### src/rtl/lsu_store_buffer_if.sv
// Store buffer port bundle: commit push channel, DCache drain channel,
// load forwarding probe and occupancy status.
interface lsu_store_buffer_if #(
  parameter int unsigned ADDR_WIDTH = 32,
  parameter int unsigned DATA_WIDTH = 32
);
  localparam int unsigned STRB_W = DATA_WIDTH / 8;

  logic                  push_valid;
  logic                  push_ready;
  logic [ADDR_WIDTH-1:0] push_addr;
  logic [DATA_WIDTH-1:0] push_data;
  logic [STRB_W-1:0]     push_wstrb;
  logic                  push_uncached;

  logic                  req_valid;
  logic                  req_ready;
  logic [ADDR_WIDTH-1:0] req_addr;
  logic [DATA_WIDTH-1:0] req_data;
  logic [STRB_W-1:0]     req_wstrb;
  logic                  req_uncached;

  logic [ADDR_WIDTH-1:0] ld_addr;
  logic [STRB_W-1:0]     ld_fwd_mask;
  logic [DATA_WIDTH-1:0] ld_fwd_data;

  logic                  empty;
  logic                  full;

  modport slave (
    input  push_valid, push_addr, push_data, push_wstrb, push_uncached,
    output push_ready,
    output req_valid, req_addr, req_data, req_wstrb, req_uncached,
    input  req_ready,
    input  ld_addr,
    output ld_fwd_mask, ld_fwd_data,
    output empty, full
  );

  modport master (
    output push_valid, push_addr, push_data, push_wstrb, push_uncached,
    input  push_ready,
    input  req_valid, req_addr, req_data, req_wstrb, req_uncached,
    output req_ready,
    output ld_addr,
    input  ld_fwd_mask, ld_fwd_data,
    input  empty, full
  );
endinterface

### src/rtl/lsu_store_buffer.sv
// Committed-store FIFO feeding the DCache write port in program order, with
// byte-granular store-to-load forwarding to younger loads.
module lsu_store_buffer #(
  parameter int unsigned DEPTH      = 4,
  parameter int unsigned ADDR_WIDTH = 32,
  parameter int unsigned DATA_WIDTH = 32
) (
  input  logic                clk,
  input  logic                rst_n,
  lsu_store_buffer_if.slave   sb
);
  localparam int unsigned STRB_W = DATA_WIDTH / 8;
  localparam int unsigned OFF_W  = $clog2(STRB_W);
  localparam int unsigned IDX_W  = $clog2(DEPTH);
  localparam int unsigned PTR_W  = IDX_W + 1;

  logic [ADDR_WIDTH-1:0] r_addr  [DEPTH];
  logic [DATA_WIDTH-1:0] r_data  [DEPTH];
  logic [STRB_W-1:0]     r_wstrb [DEPTH];
  logic [DEPTH-1:0]      r_unc;
  logic [DEPTH-1:0]      r_valid;
  logic [PTR_W-1:0]      r_head;
  logic [PTR_W-1:0]      r_tail;

  logic [IDX_W-1:0]      w_head_idx;
  logic [IDX_W-1:0]      w_tail_idx;
  logic                  w_empty;
  logic                  w_full;
  logic                  w_push_fire;
  logic                  w_pop_fire;
  logic [IDX_W-1:0]      w_age_idx [DEPTH];
  logic [STRB_W-1:0]     w_fwd_mask;
  logic [DATA_WIDTH-1:0] w_fwd_data;

  assign w_head_idx  = r_head[IDX_W-1:0];
  assign w_tail_idx  = r_tail[IDX_W-1:0];
  // Equal indices: pointer MSB tells a full ring from an empty one
  assign w_empty     = (r_head == r_tail);
  assign w_full      = (w_head_idx == w_tail_idx) && (r_head[IDX_W] != r_tail[IDX_W]);
  assign w_push_fire = sb.push_valid & ~w_full;
  assign w_pop_fire  = ~w_empty & sb.req_ready;

  always_ff @(posedge clk or negedge rst_n) begin
    if (!rst_n) begin
      r_head  <= '0;
      r_tail  <= '0;
      r_valid <= '0;
      r_unc   <= '0;
      for (int i = 0; i < DEPTH; i++) begin
        r_addr[i]  <= '0;
        r_data[i]  <= '0;
        r_wstrb[i] <= '0;
      end
    end else begin
      if (w_push_fire) begin
        r_addr[w_tail_idx]  <= sb.push_addr;
        r_data[w_tail_idx]  <= sb.push_data;
        r_wstrb[w_tail_idx] <= sb.push_wstrb;
        r_unc[w_tail_idx]   <= sb.push_uncached;
        r_valid[w_tail_idx] <= 1'b1;
        r_tail              <= r_tail + PTR_W'(1);
      end
      if (w_pop_fire) begin
        r_valid[w_head_idx] <= 1'b0;
        r_head              <= r_head + PTR_W'(1);
      end
    end
  end

  assign sb.push_ready   = ~w_full;
  assign sb.empty        = w_empty;
  assign sb.full         = w_full;
  assign sb.req_valid    = ~w_empty;
  assign sb.req_addr     = r_valid[w_head_idx] ? r_addr[w_head_idx]  : '0;
  assign sb.req_data     = r_valid[w_head_idx] ? r_data[w_head_idx]  : '0;
  assign sb.req_wstrb    = r_valid[w_head_idx] ? r_wstrb[w_head_idx] : '0;
  assign sb.req_uncached = r_valid[w_head_idx] & r_unc[w_head_idx];

  // Storage index of the i-th oldest slot
  always_comb begin
    for (int i = 0; i < DEPTH; i++) begin
      w_age_idx[i] = w_head_idx + IDX_W'(i);
    end
  end

  // Walk oldest to youngest so the youngest matching strobe owns each lane
  always_comb begin
    w_fwd_mask = '0;
    w_fwd_data = '0;
    for (int i = 0; i < DEPTH; i++) begin
      if (r_valid[w_age_idx[i]] &&
          (r_addr[w_age_idx[i]][ADDR_WIDTH-1:OFF_W] == sb.ld_addr[ADDR_WIDTH-1:OFF_W])) begin
        for (int b = 0; b < STRB_W; b++) begin
          if (r_wstrb[w_age_idx[i]][b]) begin
            w_fwd_mask[b]        = 1'b1;
            w_fwd_data[b*8 +: 8] = r_data[w_age_idx[i]][b*8 +: 8];
          end
        end
      end
    end
  end

  assign sb.ld_fwd_mask = w_fwd_mask;
  assign sb.ld_fwd_data = w_fwd_data;

  always @(posedge clk) begin
    if (rst_n) begin
      assert (PTR_W'(r_tail - r_head) <= PTR_W'(DEPTH))
        else $error("store buffer occupancy exceeds DEPTH");
      assert (!(w_pop_fire && !r_valid[w_head_idx]))
        else $error("store buffer pop of an invalid head entry");
    end
  end

endmodule

### src/flat_wrapper.sv
// flat-port wrapper written by rule: the top's interface ports become plain ports
module lsu_store_buffer_flat 
#(
  parameter int unsigned DEPTH      = 4,
  parameter int unsigned ADDR_WIDTH = 32,
  parameter int unsigned DATA_WIDTH = 32
)
  (clk, rst_n, sb_push_valid, sb_push_addr, sb_push_data, sb_push_wstrb, sb_push_uncached, sb_push_ready, sb_req_valid, sb_req_addr, sb_req_data, sb_req_wstrb, sb_req_uncached, sb_req_ready, sb_ld_addr, sb_ld_fwd_mask, sb_ld_fwd_data, sb_empty, sb_full);
  lsu_store_buffer_if #(.ADDR_WIDTH(ADDR_WIDTH), .DATA_WIDTH(DATA_WIDTH)) sb_i ();
  input  logic clk;
  input  logic rst_n;
  input wire logic [$bits(sb_i.push_valid)-1:0] sb_push_valid;
  input wire logic [$bits(sb_i.push_addr)-1:0] sb_push_addr;
  input wire logic [$bits(sb_i.push_data)-1:0] sb_push_data;
  input wire logic [$bits(sb_i.push_wstrb)-1:0] sb_push_wstrb;
  input wire logic [$bits(sb_i.push_uncached)-1:0] sb_push_uncached;
  output wire logic [$bits(sb_i.push_ready)-1:0] sb_push_ready;
  output wire logic [$bits(sb_i.req_valid)-1:0] sb_req_valid;
  output wire logic [$bits(sb_i.req_addr)-1:0] sb_req_addr;
  output wire logic [$bits(sb_i.req_data)-1:0] sb_req_data;
  output wire logic [$bits(sb_i.req_wstrb)-1:0] sb_req_wstrb;
  output wire logic [$bits(sb_i.req_uncached)-1:0] sb_req_uncached;
  input wire logic [$bits(sb_i.req_ready)-1:0] sb_req_ready;
  input wire logic [$bits(sb_i.ld_addr)-1:0] sb_ld_addr;
  output wire logic [$bits(sb_i.ld_fwd_mask)-1:0] sb_ld_fwd_mask;
  output wire logic [$bits(sb_i.ld_fwd_data)-1:0] sb_ld_fwd_data;
  output wire logic [$bits(sb_i.empty)-1:0] sb_empty;
  output wire logic [$bits(sb_i.full)-1:0] sb_full;
  assign sb_i.push_valid = sb_push_valid;
  assign sb_i.push_addr = sb_push_addr;
  assign sb_i.push_data = sb_push_data;
  assign sb_i.push_wstrb = sb_push_wstrb;
  assign sb_i.push_uncached = sb_push_uncached;
  assign sb_push_ready = sb_i.push_ready;
  assign sb_req_valid = sb_i.req_valid;
  assign sb_req_addr = sb_i.req_addr;
  assign sb_req_data = sb_i.req_data;
  assign sb_req_wstrb = sb_i.req_wstrb;
  assign sb_req_uncached = sb_i.req_uncached;
  assign sb_i.req_ready = sb_req_ready;
  assign sb_i.ld_addr = sb_ld_addr;
  assign sb_ld_fwd_mask = sb_i.ld_fwd_mask;
  assign sb_ld_fwd_data = sb_i.ld_fwd_data;
  assign sb_empty = sb_i.empty;
  assign sb_full = sb_i.full;
  lsu_store_buffer #(.DEPTH(DEPTH), .ADDR_WIDTH(ADDR_WIDTH), .DATA_WIDTH(DATA_WIDTH)) u_core (.clk(clk), .rst_n(rst_n), .sb(sb_i));
endmodule
### config.mk
export PLATFORM = sky130hd
export DESIGN_NAME = lsu_store_buffer_flat
export DESIGN_NICKNAME = d
export VERILOG_FILES = /design/src/rtl/lsu_store_buffer_if.sv /design/src/rtl/lsu_store_buffer.sv /design/src/flat_wrapper.sv
export SDC_FILE = /design/constraint.sdc
export NUM_CORES = 1
export LEC_CHECK = 0
export CAP_MARGIN = 5
export CORE_AREA = 2 2 232 211
export DETAILED_ROUTE_END_ITERATION = 10
export DIE_AREA = 0 0 234 213
export PLACE_DENSITY = 0.65
export SLEW_MARGIN = 15
export SYNTH_ARGS = -nofsm -noshare
export SYNTH_HDL_FRONTEND = slang
export SYNTH_SLANG_ARGS = --single-unit
export TNS_END_PERCENT = 1
### constraint.sdc
create_clock -name clk -period 7.9 [get_ports clk]
set_input_delay 1.185 -clock clk [delete_from_list [all_inputs] [get_ports clk]]
set_output_delay 1.185 -clock clk [all_outputs]
set_load 0.01 [all_outputs]
==> run_summary.xml, run 1 <==
<?xml version="1.0" encoding="UTF-8"?>
<metrics>
  <group name="logic_synthesis">
    <metric name="synth_nets" unit="">1694</metric>
    <metric name="synth_cell_types" unit="">61</metric>
    <metric name="synth-async-reset-ratio" unit="%">100</metric>
    <metric name="synth.largest_area_cell" unit="">sky130_fd_sc_hd__dfrtp_1</metric>
    <metric name="sequential_area_share_after_synthesis" unit="%">33.7</metric>
    <metric name="synth_cells" unit="">1581</metric>
    <metric name="synth.yosys.warnings" unit="">0</metric>
    <metric name="netlist_top_cells_area" unit="">sky130_fd_sc_hd__dfrtp_1 (34%), sky130_fd_sc_hd__mux4_2 (24%), sky130_fd_sc_hd__mux2_2 (15%)</metric>
    <metric name="synth_area_per_cell" unit="um^2">13.4</metric>
    <metric name="synth_enable_flop_cells" unit="">0</metric>
    <metric name="synth_area" unit="um^2">21200</metric>
    <metric name="ys_ff_latch" unit="">286</metric>
    <metric name="ys.flop_type" unit="">sky130_fd_sc_hd__dfrtp_1</metric>
    <metric name="synth.top_cell.area_share" unit="%">33.7</metric>
  </group>
  <group name="power_and_ir_drop">
    <metric name="cellLeakagePower" unit="uW">0.00936</metric>
    <metric name="p_comb_share" unit="%">62.4</metric>
    <metric name="sequentialPowerShare" unit="%">24.0</metric>
    <metric name="clockPowerShare" unit="%">13.5</metric>
    <metric name="power.ir.vdd_worst" unit="mV">0.308</metric>
    <metric name="p_per_area" unit="nW/um^2">528</metric>
    <metric name="power.switching" unit="uW">5300</metric>
    <metric name="design_power_total" unit="uW">13200</metric>
    <metric name="internal_power" unit="uW">7860</metric>
    <metric name="p_sw_share" unit="%">40.3</metric>
  </group>
  <group name="routing">
    <metric name="dr.pass1.iters" unit="">6</metric>
    <metric name="vias_per_cell" unit="">6.54</metric>
    <metric name="detail_route.iter0.violations" unit="">1338</metric>
    <metric name="routedWlPerCell" unit="um">26.7</metric>
    <metric name="ant_nets" unit="">0</metric>
    <metric name="wirelength" unit="mm">63.1</metric>
    <metric name="via_count" unit="">15473</metric>
    <metric name="post-route-drc-count" unit="">0</metric>
  </group>
  <group name="timing">
    <metric name="rsz_0062_raised_after_global_routing" unit="">false</metric>
    <metric name="finalClockSkew" unit="ns">0.0346</metric>
    <metric name="final.setup.worst_slack" unit="ns">0.520</metric>
    <metric name="setup_viol" unit="">0</metric>
    <metric name="worst_slew_margin_rel" unit="%">25.1</metric>
    <metric name="final-max-slew-violation-count" unit="">0</metric>
    <metric name="hold-worst-slack" unit="ns">0.497</metric>
    <metric name="finalCriticalPeriod" unit="ns">7.38</metric>
    <metric name="timing_worst_slew_pin_value" unit="ns">1.12</metric>
    <metric name="finalHoldViolCount" unit="">0</metric>
    <metric name="setup-tns-final" unit="ns">0</metric>
    <metric name="max_freq" unit="GHz">0.136</metric>
    <metric name="fin_crit_sh" unit="%">93.4</metric>
  </group>
  <group name="die">
    <metric name="io_pins" unit="">214</metric>
    <metric name="die-height" unit="um">213</metric>
    <metric name="core_region_area" unit="um^2">47500</metric>
    <metric name="die_x" unit="um">234</metric>
    <metric name="row_count" unit="">76</metric>
    <metric name="floorplan.die_area" unit="um^2">49800</metric>
    <metric name="start_util" unit="%">44.7</metric>
  </group>
  <group name="flow_run">
    <metric name="maxCapViolations" unit="">0</metric>
  </group>
  <group name="finish">
    <metric name="number_of_nets_at_the_end_of_the_flow" unit="">1825</metric>
    <metric name="syn2layout_area_growth" unit="%">17.5</metric>
    <metric name="commonest_cells_after_routing_fill_and_taps_aside" unit="">sky130_fd_sc_hd__mux2_2 (288), sky130_fd_sc_hd__dfrtp_1 (284), sky130_fd_sc_hd__mux4_2 (227), sky130_fd_sc_hd__clkdlybuf4s50_1 (210), sky130_fd_sc_hd__xnor2_1 (76)</metric>
    <metric name="mostFrequentLayoutCell" unit="">sky130_fd_sc_hd__mux2_2</metric>
    <metric name="drive_gt1_share" unit="%">37.0</metric>
  </group>
  <group name="worst_setup_path">
    <metric name="critical_path_class" unit="">flop to output pin</metric>
    <metric name="cp_data_required_time" unit="ns">6.71</metric>
    <metric name="crit_path_end_kind" unit="">output pin</metric>
    <metric name="arrival" unit="ns">6.19</metric>
    <metric name="cp_max_fo" unit="">39</metric>
    <metric name="setup.worst_path.start_class" unit="">flop</metric>
  </group>
  <group name="grt">
    <metric name="initial_antenna_violation_count" unit="">9</metric>
    <metric name="number_of_global_route_vias_before_repair" unit="">15475</metric>
    <metric name="grt_max_degree" unit="">113</metric>
    <metric name="grtUsageTotal" unit="%">25.7</metric>
    <metric name="first_pass_grt_wire_length" unit="mm">96.9</metric>
    <metric name="globalRoute.totalOverflow" unit="">0</metric>
  </group>
  <group name="clock_tree">
    <metric name="cts_repair_resize_count" unit="">0</metric>
    <metric name="clock_tree_from_tritoncts" unit="">built</metric>
    <metric name="cts_buffer_depth" unit="">3</metric>
    <metric name="cts_num_sinks" unit="">286</metric>
    <metric name="holdBufCountCts" unit="">0</metric>
    <metric name="clkTransAtPathRegs" unit="ns">0.06</metric>
    <metric name="clock_tree.root_cell" unit="">sky130_fd_sc_hd__clkbuf_16</metric>
    <metric name="h-tree-depth" unit="">2</metric>
    <metric name="cts_inserted_buffers" unit="">36</metric>
    <metric name="cts_setup_buffers" unit="">0</metric>
    <metric name="clk_latency" unit="ns">0.57</metric>
  </group>
  <group name="hold_path">
    <metric name="holdCritPathClass" unit="">flop to flop</metric>
  </group>
  <group name="place">
    <metric name="port-buffer-count" unit="">211</metric>
    <metric name="placed_wire_length_estimate" unit="mm">42.1</metric>
    <metric name="gpl.final_weighted_congestion" unit="">0.872</metric>
    <metric name="place_worst_setup_slack" unit="ns">1.14</metric>
  </group>
  <group name="outcome">
    <metric name="outcome" unit="">completed</metric>
  </group>
</metrics>
[synthesized netlist by cell type (4+ instances only)]
cell,number
sky130_fd_sc_hd__buf_4,18
sky130_fd_sc_hd__dfrtp_1,286
sky130_fd_sc_hd__xor2_1,39
sky130_fd_sc_hd__buf_6,11
sky130_fd_sc_hd__nand2_1,66
sky130_fd_sc_hd__nor4_2,7
sky130_fd_sc_hd__buf_1,41
sky130_fd_sc_hd__nor4_1,37
sky130_fd_sc_hd__nor3_1,6
sky130_fd_sc_hd__buf_2,28
sky130_fd_sc_hd__mux4_2,227
sky130_fd_sc_hd__and3_1,8
sky130_fd_sc_hd__xnor2_1,76
sky130_fd_sc_hd__nand3_2,4
sky130_fd_sc_hd__and4_1,4
sky130_fd_sc_hd__a22oi_1,4
sky130_fd_sc_hd__ha_1,8
sky130_fd_sc_hd__o221ai_1,5
sky130_fd_sc_hd__clkbuf_1,45
sky130_fd_sc_hd__nor2_1,11
sky130_fd_sc_hd__a41oi_2,4
sky130_fd_sc_hd__o21ai_0,7
sky130_fd_sc_hd__and2_1,65
sky130_fd_sc_hd__mux2i_1,63
sky130_fd_sc_hd__inv_1,13
sky130_fd_sc_hd__nor2b_1,33
sky130_fd_sc_hd__mux4_1,10
sky130_fd_sc_hd__a21oi_1,15
sky130_fd_sc_hd__nand4_1,55
sky130_fd_sc_hd__nand3_1,5
sky130_fd_sc_hd__mux2_2,288
sky130_fd_sc_hd__a311oi_1,32
sky130_fd_sc_hd__a2bb2oi_1,4
sky130_fd_sc_hd__nor4b_4,4
[flip-flops by register name (all words and copies together), names as in the netlist]
name,count
u_core.r_addr,128
u_core.r_data,128
u_core.r_head,3
u_core.r_tail,3
u_core.r_unc,4
u_core.r_valid,4
u_core.r_wstrb,16
[cells by family after synthesis]
logic type,share of synthesized area (%)
mux,43.7
simple gates,9.32
flops,33.7
buf+inv,3.93
xor+xnor,4.75
compound gates,4.13
fa+ha+maj,0.472
[through the flow]
step	cells	cell area (um^2)	utilization (%)
after floorplan	1581	21200	-
after global placement	2298	23600	49.8
after detailed placement	2298	23600	49.8
after CTS	2363	24900	52.5
after global routing	2364	24900	52.5
final	2365	24900	52.5
[final cells by class]
class | count | area, um^2
Clock buffer | 47 | 1030
Inverter | 14 | 52.6
Clock inverter | 18 | 240
Antenna cell | 2 | 5.00
Tap cell | 624 | 781
Sequential cell | 286 | 7160
Timing Repair Buffer | 239 | 2360
Fill cell | 4013 | 22500
Multi-Input combinational cell | 1135 | 13300
[power groups by stage]
stage | combinational (uW) | sequential (uW) | clock [uW]
finish | 8220 | 3160 | 1780
global route | 8750 | 3280 | 1880
CTS | 8240 | 3120 | 1830
detailed placement | 8190 | 3140 | 0
global placement | 8080 | 3040 | 0
floorplan | 6180 | 2800 | 0
[layer usage]
metal  global-route usage [%]  vias to the layer above  part of all wire (%)
li1                         -                     6549                     -
met1                     35.9                     8222                    43
met2                     40.8                      578                    48
met3                     4.51                      110                   6.8
met4                     8.23                       14                   2.6
met5                        0                        -                  0.16
[worst paths after layout]
check,to,slack (ns),cells after the start,from
worst max-delay path,sb_ld_fwd_data[14],0.52,10,u_core.r_head[0]$_DFFE_PN0P_
worst min-delay path,u_core.r_tail[2]$_DFFE_PN0P_,0.50,1,u_core.r_tail[2]$_DFFE_PN0P_
worst max register to register,u_core.r_addr[9]$_DFFE_PN0P_,3.72,8,u_core.r_head[0]$_DFFE_PN0P_
worst min register to register,u_core.r_tail[2]$_DFFE_PN0P_,0.50,1,u_core.r_tail[2]$_DFFE_PN0P_
max in group asynchronous,u_core.r_head[0]$_DFFE_PN0P_,5.54,2,rst_n
min in group asynchronous,u_core.r_addr[118]$_DFFE_PN0P_,0.69,1,rst_n
[worst max-delay path: stages (launching register included)]
cell                              delay, ns
sky130_fd_sc_hd__dfrtp_4               0.71
sky130_fd_sc_hd__inv_2                 0.11
sky130_fd_sc_hd__ha_4                  0.72
sky130_fd_sc_hd__mux4_1                0.41
sky130_fd_sc_hd__xnor2_1               0.50
sky130_fd_sc_hd__nand4_1               0.16
sky130_fd_sc_hd__or4_1                 0.81
sky130_fd_sc_hd__nor4b_4               0.83
sky130_fd_sc_hd__a41oi_2               0.28
sky130_fd_sc_hd__a311oi_1              0.47
sky130_fd_sc_hd__clkdlybuf4s50_1       0.61
No activity file was read; power rests on OpenSTA's default activity.
==> run 2, diff against run 1 <==
CORE_AREA = 2 2 246 224   (was 2 2 232 211)
DIE_AREA = 0 0 248 226   (was 0 0 234 213)
PLACE_DENSITY = not set   (was 0.65)
==> run 2 against run 1 <==
Clock skew fell by 0.014 ns. Register-to-register slack gained 0.06 ns. First-iteration DRC count is 26% lower. Final area is 0.21% higher. Die area increased by 12%. Sequential share of layout area decreased by 0.060 points. Flip-flop and latch count is the same. Clock power decreased by 2%. Wire length increased by 1.8%. Largest cell class unchanged.
==> run_summary.xml, run 2 (synthesis gave the netlist of run 1 again) <==
<?xml version="1.0" encoding="UTF-8"?>
<metrics>
  <group name="place">
    <metric name="gpl.final_weighted_congestion" unit="">0.876</metric>
    <metric name="placed_cells" unit="">2376</metric>
    <metric name="port-buffer-count" unit="">211</metric>
    <metric name="placed_wire_length_estimate" unit="mm">43.1</metric>
  </group>
  <group name="die">
    <metric name="start_util" unit="%">39.6</metric>
    <metric name="die_x" unit="um">248</metric>
    <metric name="row_count" unit="">81</metric>
    <metric name="io_pins" unit="">214</metric>
    <metric name="floorplan.die_area" unit="um^2">56000</metric>
    <metric name="die-height" unit="um">226</metric>
    <metric name="core_region_area" unit="um^2">53600</metric>
  </group>
  <group name="routing">
    <metric name="dr.pass1.iters" unit="">6</metric>
    <metric name="post-route-drc-count" unit="">0</metric>
    <metric name="met2RoutedLength" unit="mm">30.7</metric>
    <metric name="via_count" unit="">15312</metric>
    <metric name="met3_length" unit="mm">3.84</metric>
    <metric name="detail_route.iter0.violations" unit="">985</metric>
    <metric name="routedLengthMet1" unit="mm">28.0</metric>
    <metric name="vias_per_cell" unit="">6.26</metric>
    <metric name="routedWlPerCell" unit="um">26.3</metric>
    <metric name="ant_nets" unit="">0</metric>
    <metric name="maxUsedRoutingLayer" unit="">met5</metric>
    <metric name="wirelength" unit="mm">64.3</metric>
  </group>
  <group name="worst_setup_path">
    <metric name="cp_data_required_time" unit="ns">6.71</metric>
    <metric name="timing.critical_path.mode_cell" unit="">sky130_fd_sc_hd__nand4_1</metric>
    <metric name="cp_max_stage_cell" unit="">sky130_fd_sc_hd__a2111oi_2</metric>
    <metric name="critical_path_class" unit="">flop to output pin</metric>
    <metric name="timing.critical_path.slowest_cell_delay" unit="ns">1.02</metric>
    <metric name="cp_max_fo" unit="">56</metric>
    <metric name="critical_path.cell_chain" unit="">inv_2, ha_4, mux4_2, xnor2_1, o211ai_1, a2111oi_2, nand4_1, nand4_1, a311oi_1, clkdlybuf4s50_1</metric>
    <metric name="crit_path_end_kind" unit="">output pin</metric>
    <metric name="setup.worst_path.start_class" unit="">flop</metric>
    <metric name="arrival" unit="ns">6.51</metric>
  </group>
  <group name="timing">
    <metric name="worst_slew_margin_rel" unit="%">20.0</metric>
    <metric name="setup_viol" unit="">0</metric>
    <metric name="setup-tns-final" unit="ns">0</metric>
    <metric name="finalClockSkew" unit="ns">0.0204</metric>
    <metric name="finalHoldViolCount" unit="">0</metric>
    <metric name="finalCriticalPeriod" unit="ns">7.70</metric>
    <metric name="timing_worst_slew_pin_value" unit="ns">1.20</metric>
    <metric name="hold-worst-slack" unit="ns">0.496</metric>
    <metric name="rsz_0062_raised_after_global_routing" unit="">false</metric>
    <metric name="fin_crit_sh" unit="%">97.5</metric>
    <metric name="max_freq" unit="GHz">0.130</metric>
    <metric name="final-max-slew-violation-count" unit="">0</metric>
  </group>
  <group name="power_and_ir_drop">
    <metric name="power.ir.vdd_worst" unit="mV">0.394</metric>
    <metric name="p_per_area" unit="nW/um^2">524</metric>
    <metric name="design_power_total" unit="uW">13100</metric>
    <metric name="cellLeakagePower" unit="uW">0.00935</metric>
  </group>
  <group name="grt">
    <metric name="number_of_global_route_vias_before_repair" unit="">15398</metric>
    <metric name="first_pass_grt_wire_length" unit="mm">97.4</metric>
    <metric name="initial_antenna_violation_count" unit="">8</metric>
    <metric name="grt_max_degree" unit="">127</metric>
    <metric name="grtUsageTotal" unit="%">23.0</metric>
    <metric name="globalRoute.totalOverflow" unit="">0</metric>
  </group>
  <group name="clock_tree">
    <metric name="clk_latency" unit="ns">0.56</metric>
    <metric name="h-tree-depth" unit="">2</metric>
    <metric name="clkTransAtPathRegs" unit="ns">0.05</metric>
    <metric name="holdBufCountCts" unit="">0</metric>
    <metric name="cts_buffer_depth" unit="">3</metric>
    <metric name="clock_tree_from_tritoncts" unit="">built</metric>
    <metric name="cts_num_sinks" unit="">286</metric>
    <metric name="cts_setup_buffers" unit="">0</metric>
    <metric name="cts_repair_resize_count" unit="">0</metric>
    <metric name="cts_inserted_buffers" unit="">37</metric>
    <metric name="clock_tree.root_cell" unit="">sky130_fd_sc_hd__clkbuf_16</metric>
  </group>
  <group name="finish">
    <metric name="fin_cells" unit="">2446</metric>
    <metric name="largest_registers" unit="">u_core.r_addr: 128 flops, u_core.r_data: 128 flops, u_core.r_wstrb: 16 flops</metric>
    <metric name="fillers" unit="">4754</metric>
    <metric name="number_of_nets_at_the_end_of_the_flow" unit="">1823</metric>
    <metric name="drive_gt1_share" unit="%">36.8</metric>
    <metric name="mostFrequentLayoutCell" unit="">sky130_fd_sc_hd__mux2_2</metric>
    <metric name="syn2layout_area_growth" unit="%">17.7</metric>
    <metric name="commonest_cells_after_routing_fill_and_taps_aside" unit="">sky130_fd_sc_hd__mux2_2 (288), sky130_fd_sc_hd__dfrtp_1 (284), sky130_fd_sc_hd__mux4_2 (227), sky130_fd_sc_hd__clkdlybuf4s50_1 (210), sky130_fd_sc_hd__xnor2_1 (76)</metric>
  </group>
  <group name="outcome">
    <metric name="outcome" unit="">completed</metric>
  </group>
  <group name="hold_path">
    <metric name="holdCritPathClass" unit="">flop to flop</metric>
  </group>
  <group name="flow_run">
    <metric name="maxCapViolations" unit="">0</metric>
  </group>
</metrics>
-- run 2: worst paths after layout --
path	start	end	slack, ns	cells past startpoint
setup / recovery	u_core.r_head[0]$_DFFE_PN0P_	sb_ld_fwd_data[7]	0.20	10
min in group asynchronous	rst_n	u_core.r_addr[36]$_DFFE_PN0P_	0.61	1
hold / removal	u_core.r_head[2]$_DFFE_PN0P_	u_core.r_head[2]$_DFFE_PN0P_	0.50	1
setup reg to reg	u_core.r_head[0]$_DFFE_PN0P_	u_core.r_data[7]$_DFFE_PN0P_	3.78	8
max in group asynchronous	rst_n	u_core.r_unc[1]$_DFFE_PN0P_	5.83	2
hold reg to reg	u_core.r_head[2]$_DFFE_PN0P_	u_core.r_head[2]$_DFFE_PN0P_	0.50	1
-- run 2: metal layers --
layer	global-route usage, %	vias to the layer above
li1	-	6541
met1	32.2	8153
met2	36.6	504
met3	4.04	104
met4	7.05	10
met5	0	-
-- run 2: area by class of cell --
type / instances / area, um^2 / share of cell area, %
Multi-Input combinational cell: 1135 / 13300 / 53.2
Antenna cell: 3 / 7.51 / 0.0301
Sequential cell: 286 / 7160 / 28.7
Tap cell: 705 / 882 / 3.53
Timing Repair Buffer: 236 / 2340 / 9.38
Inverter: 14 / 52.6 / 0.210
Clock inverter: 13 / 166 / 0.666
Clock buffer: 54 / 1080 / 4.32
-- run 2: through the flow --
stage | cell area [um^2] | util (%) | setup slack, ns
2_1_floorplan | 21200 | - | 1.43
3_3_place_gp | 23700 | 44.2 | 0.921
3_5_place_dp | 23700 | 44.2 | 0.888
5_1_grt | 25000 | 46.6 | 0.115
4_1_cts | 25000 | 46.6 | 0.275
6_report | 25000 | 46.6 | 0.201
-- run 2: worst max-delay path: cells and delay by family (launching register included) --
family                     cells  cell delay [ns]
DFF                            1             0.60
AOI/OAI and AO/OA              3             1.38
muxes                          1             0.61
adders and majority gates      1             0.88
xor gates and xnor gates       1             0.56
buffers and inverters          2             0.67
and+or+nand+nor                2             1.22
-- run 2: power by group --
| group | internal (uW) | switching, uW |
|---|---|---|
| Clock | 1050 | 687 |
| Sequential | 2240 | 905 |
| Combinational | 4540 | 3670 |
==> run 3, diff against run 2 <==
CORE_AREA = 2 2 232 211   (was 2 2 246 224)
DIE_AREA = 0 0 234 213   (was 0 0 248 226)
DONT_BUFFER_PORTS = 1   (was not set)
MAX_ROUTING_LAYER = met4   (was not set)
==> run 3 against run 2 <==
Cell count is 11% lower. Sequential power hardly changed. Worst hold slack worse by 0.14 ns. Clock-buffer cell count is 2 higher. Wire length is 4.2% lower. Highest routed layer is now met4.
==> run_summary.xml, run 3 (synthesis gave the netlist of run 1 again) <==
<?xml version="1.0" encoding="UTF-8"?>
<metrics>
  <group name="power_and_ir_drop">
    <metric name="power.ir.vdd_worst" unit="mV">0.301</metric>
    <metric name="cellLeakagePower" unit="uW">0.00864</metric>
    <metric name="p_per_area" unit="nW/um^2">539</metric>
    <metric name="design_power_total" unit="uW">12300</metric>
  </group>
  <group name="grt">
    <metric name="number_of_global_route_vias_before_repair" unit="">14311</metric>
    <metric name="first_pass_grt_wire_length" unit="mm">92.9</metric>
    <metric name="grt_max_degree" unit="">287</metric>
    <metric name="grtUsageTotal" unit="%">25.6</metric>
    <metric name="globalRoute.totalOverflow" unit="">0</metric>
    <metric name="initial_antenna_violation_count" unit="">2</metric>
  </group>
  <group name="timing">
    <metric name="finalHoldViolCount" unit="">0</metric>
    <metric name="max_freq" unit="GHz">0.145</metric>
    <metric name="worst_slew_margin_rel" unit="%">27.9</metric>
    <metric name="timing_worst_slew_pin_value" unit="ns">1.08</metric>
    <metric name="final-max-slew-violation-count" unit="">0</metric>
    <metric name="final.setup.worst_slack" unit="ns">0.997</metric>
    <metric name="finalClockSkew" unit="ns">0.0193</metric>
    <metric name="setup_viol" unit="">0</metric>
    <metric name="finalCriticalPeriod" unit="ns">6.90</metric>
    <metric name="setup-tns-final" unit="ns">0</metric>
    <metric name="rsz_0062_raised_after_global_routing" unit="">false</metric>
    <metric name="fin_crit_sh" unit="%">87.4</metric>
  </group>
  <group name="worst_setup_path">
    <metric name="crit_path_end_kind" unit="">output pin</metric>
    <metric name="critical_path_cell_count" unit="">11</metric>
    <metric name="critical_path.cell_chain" unit="">inv_2, ha_4, buf_4, mux4_2, xnor2_1, nand4_1, nor4_2, and4_1, nand2_1, a311oi_1, buf_4</metric>
    <metric name="setup.worst_path.start_class" unit="">flop</metric>
    <metric name="timing.critical_path.mode_cell" unit="">sky130_fd_sc_hd__buf_4</metric>
    <metric name="arrival" unit="ns">5.72</metric>
    <metric name="timing.critical_path.slowest_cell_delay" unit="ns">0.86</metric>
    <metric name="critical_path.n_buffers_inverters" unit="">3</metric>
    <metric name="worstRegToRegCells" unit="">8</metric>
    <metric name="critical_path.top_delay_family" unit="">simple AND/OR/NAND/NOR gates</metric>
    <metric name="cp_data_required_time" unit="ns">6.71</metric>
    <metric name="critical_path_class" unit="">flop to output pin</metric>
    <metric name="cp_max_stage_cell" unit="">sky130_fd_sc_hd__ha_4</metric>
    <metric name="cp_max_fo" unit="">52</metric>
  </group>
  <group name="clock_tree">
    <metric name="h-tree-depth" unit="">2</metric>
    <metric name="clkTransAtPathRegs" unit="ns">0.06</metric>
    <metric name="clock_tree.root_cell" unit="">sky130_fd_sc_hd__clkbuf_16</metric>
    <metric name="cts_buffer_depth" unit="">3</metric>
    <metric name="cts_inserted_buffers" unit="">37</metric>
    <metric name="cts_setup_buffers" unit="">0</metric>
    <metric name="holdBufCountCts" unit="">0</metric>
    <metric name="cts_num_sinks" unit="">286</metric>
    <metric name="cts_repair_resize_count" unit="">0</metric>
    <metric name="clk_latency" unit="ns">0.55</metric>
    <metric name="clock_tree_from_tritoncts" unit="">built</metric>
  </group>
  <group name="place">
    <metric name="gpl.final_weighted_congestion" unit="">0.867</metric>
    <metric name="port-buffer-count" unit="">0</metric>
    <metric name="place_worst_setup_slack" unit="ns">1.57</metric>
    <metric name="dpl-instance-area" unit="um^2">21600</metric>
    <metric name="placed_wire_length_estimate" unit="mm">41.0</metric>
  </group>
  <group name="die">
    <metric name="die-height" unit="um">213</metric>
    <metric name="io_pins" unit="">214</metric>
    <metric name="floorplan.die_area" unit="um^2">49800</metric>
    <metric name="core_region_area" unit="um^2">47500</metric>
    <metric name="start_util" unit="%">44.7</metric>
    <metric name="die_x" unit="um">234</metric>
    <metric name="row_count" unit="">76</metric>
  </group>
  <group name="finish">
    <metric name="syn2layout_area_growth" unit="%">7.69</metric>
    <metric name="largest_registers" unit="">u_core.r_addr: 128 flops, u_core.r_data: 128 flops, u_core.r_wstrb: 16 flops</metric>
    <metric name="finish.instance_area" unit="um^2">22800</metric>
    <metric name="mostFrequentLayoutCell" unit="">sky130_fd_sc_hd__mux2_2</metric>
    <metric name="drive_gt1_share" unit="%">42.3</metric>
    <metric name="commonest_cells_after_routing_fill_and_taps_aside" unit="">sky130_fd_sc_hd__mux2_2 (288), sky130_fd_sc_hd__dfrtp_1 (284), sky130_fd_sc_hd__mux4_2 (227), sky130_fd_sc_hd__xnor2_1 (76), sky130_fd_sc_hd__and2_1 (65)</metric>
    <metric name="number_of_nets_at_the_end_of_the_flow" unit="">1629</metric>
  </group>
  <group name="routing">
    <metric name="ant_nets" unit="">0</metric>
    <metric name="wirelength" unit="mm">61.6</metric>
    <metric name="dr.pass1.iters" unit="">5</metric>
    <metric name="vias_per_cell" unit="">6.68</metric>
    <metric name="routedWlPerCell" unit="um">28.4</metric>
    <metric name="post-route-drc-count" unit="">0</metric>
    <metric name="detail_route.iter0.violations" unit="">1273</metric>
    <metric name="via_count" unit="">14501</metric>
  </group>
  <group name="outcome">
    <metric name="outcome" unit="">completed</metric>
  </group>
  <group name="flow_run">
    <metric name="maxCapViolations" unit="">0</metric>
  </group>
  <group name="hold_path">
    <metric name="holdCritPathClass" unit="">primary input to asynchronous set/reset pin</metric>
  </group>
</metrics>
[run 3: cell types whose count changed in the layout (fill, tap and decap cells not counted), moves of 2 or more]
cell / before / now
sky130_fd_sc_hd__buf_12: 3 / 1
sky130_fd_sc_hd__buf_4: 22 / 41
sky130_fd_sc_hd__clkbuf_16: 37 / 39
sky130_fd_sc_hd__clkdlybuf4s50_1: 210 / 0
sky130_fd_sc_hd__clkinv_8: 2 / 0
[run 3: worst paths after layout]
| kind | from | to | slack, ns |
|---|---|---|---|
| max reg2reg | u_core.r_head[1]$_DFFE_PN0P_ | u_core.r_addr[5]$_DFFE_PN0P_ | 4.22 |
| max | u_core.r_head[0]$_DFFE_PN0P_ | sb_ld_fwd_data[30] | 1.0 |
| min reg2reg | u_core.r_tail[2]$_DFFE_PN0P_ | u_core.r_tail[2]$_DFFE_PN0P_ | 0.49 |
| min in group clk | u_core.r_tail[2]$_DFFE_PN0P_ | u_core.r_tail[2]$_DFFE_PN0P_ | 0.49 |
| max in group asynchronous | rst_n | u_core.r_data[66]$_DFFE_PN0P_ | 6.82 |
| min | rst_n | u_core.r_addr[120]$_DFFE_PN0P_ | 0.35 |
[run 3: area by class of cell]
class                      instances  area [um^2]
inverter                          14         52.6
sequential                       286         7160
timing repair buffer              42          328
antenna                            2         5.00
multi-input combinational       1135        13300
tap                              624          781
clock buffer                      56         1120
fill                            4092        24600
clock inverter                    11          118
[run 3: through the flow]
step / cells / utilization (%) / hold slack, ns
after floorplan: 1581 / - / 0.464
after global placement: 2101 / 45.5 / 0.481
after detailed placement: 2101 / 45.5 / 0.485
after CTS: 2168 / 48.1 / 0.315
after global routing: 2170 / 48.1 / 0.330
final: 2170 / 48.1 / 0.351
[run 3: layer usage]
metal  GRT usage (%)  part of all wire, %  vias to the layer above  wire length, um
li1                -                    -                     6150                -
met1            35.4                   42                     7684            26100
met2            37.5                   47                      580            28700
met3            6.00                  8.3                       87             5110
met4            7.79                  2.7                        0             1660
met5               -                    0                        -                0
[run 3: power by group]
part | internal, uW | switching (uW)
clock | 1050 | 677
sequential | 2240 | 917
combinational | 3930 | 3500
total | 7210 | 5090
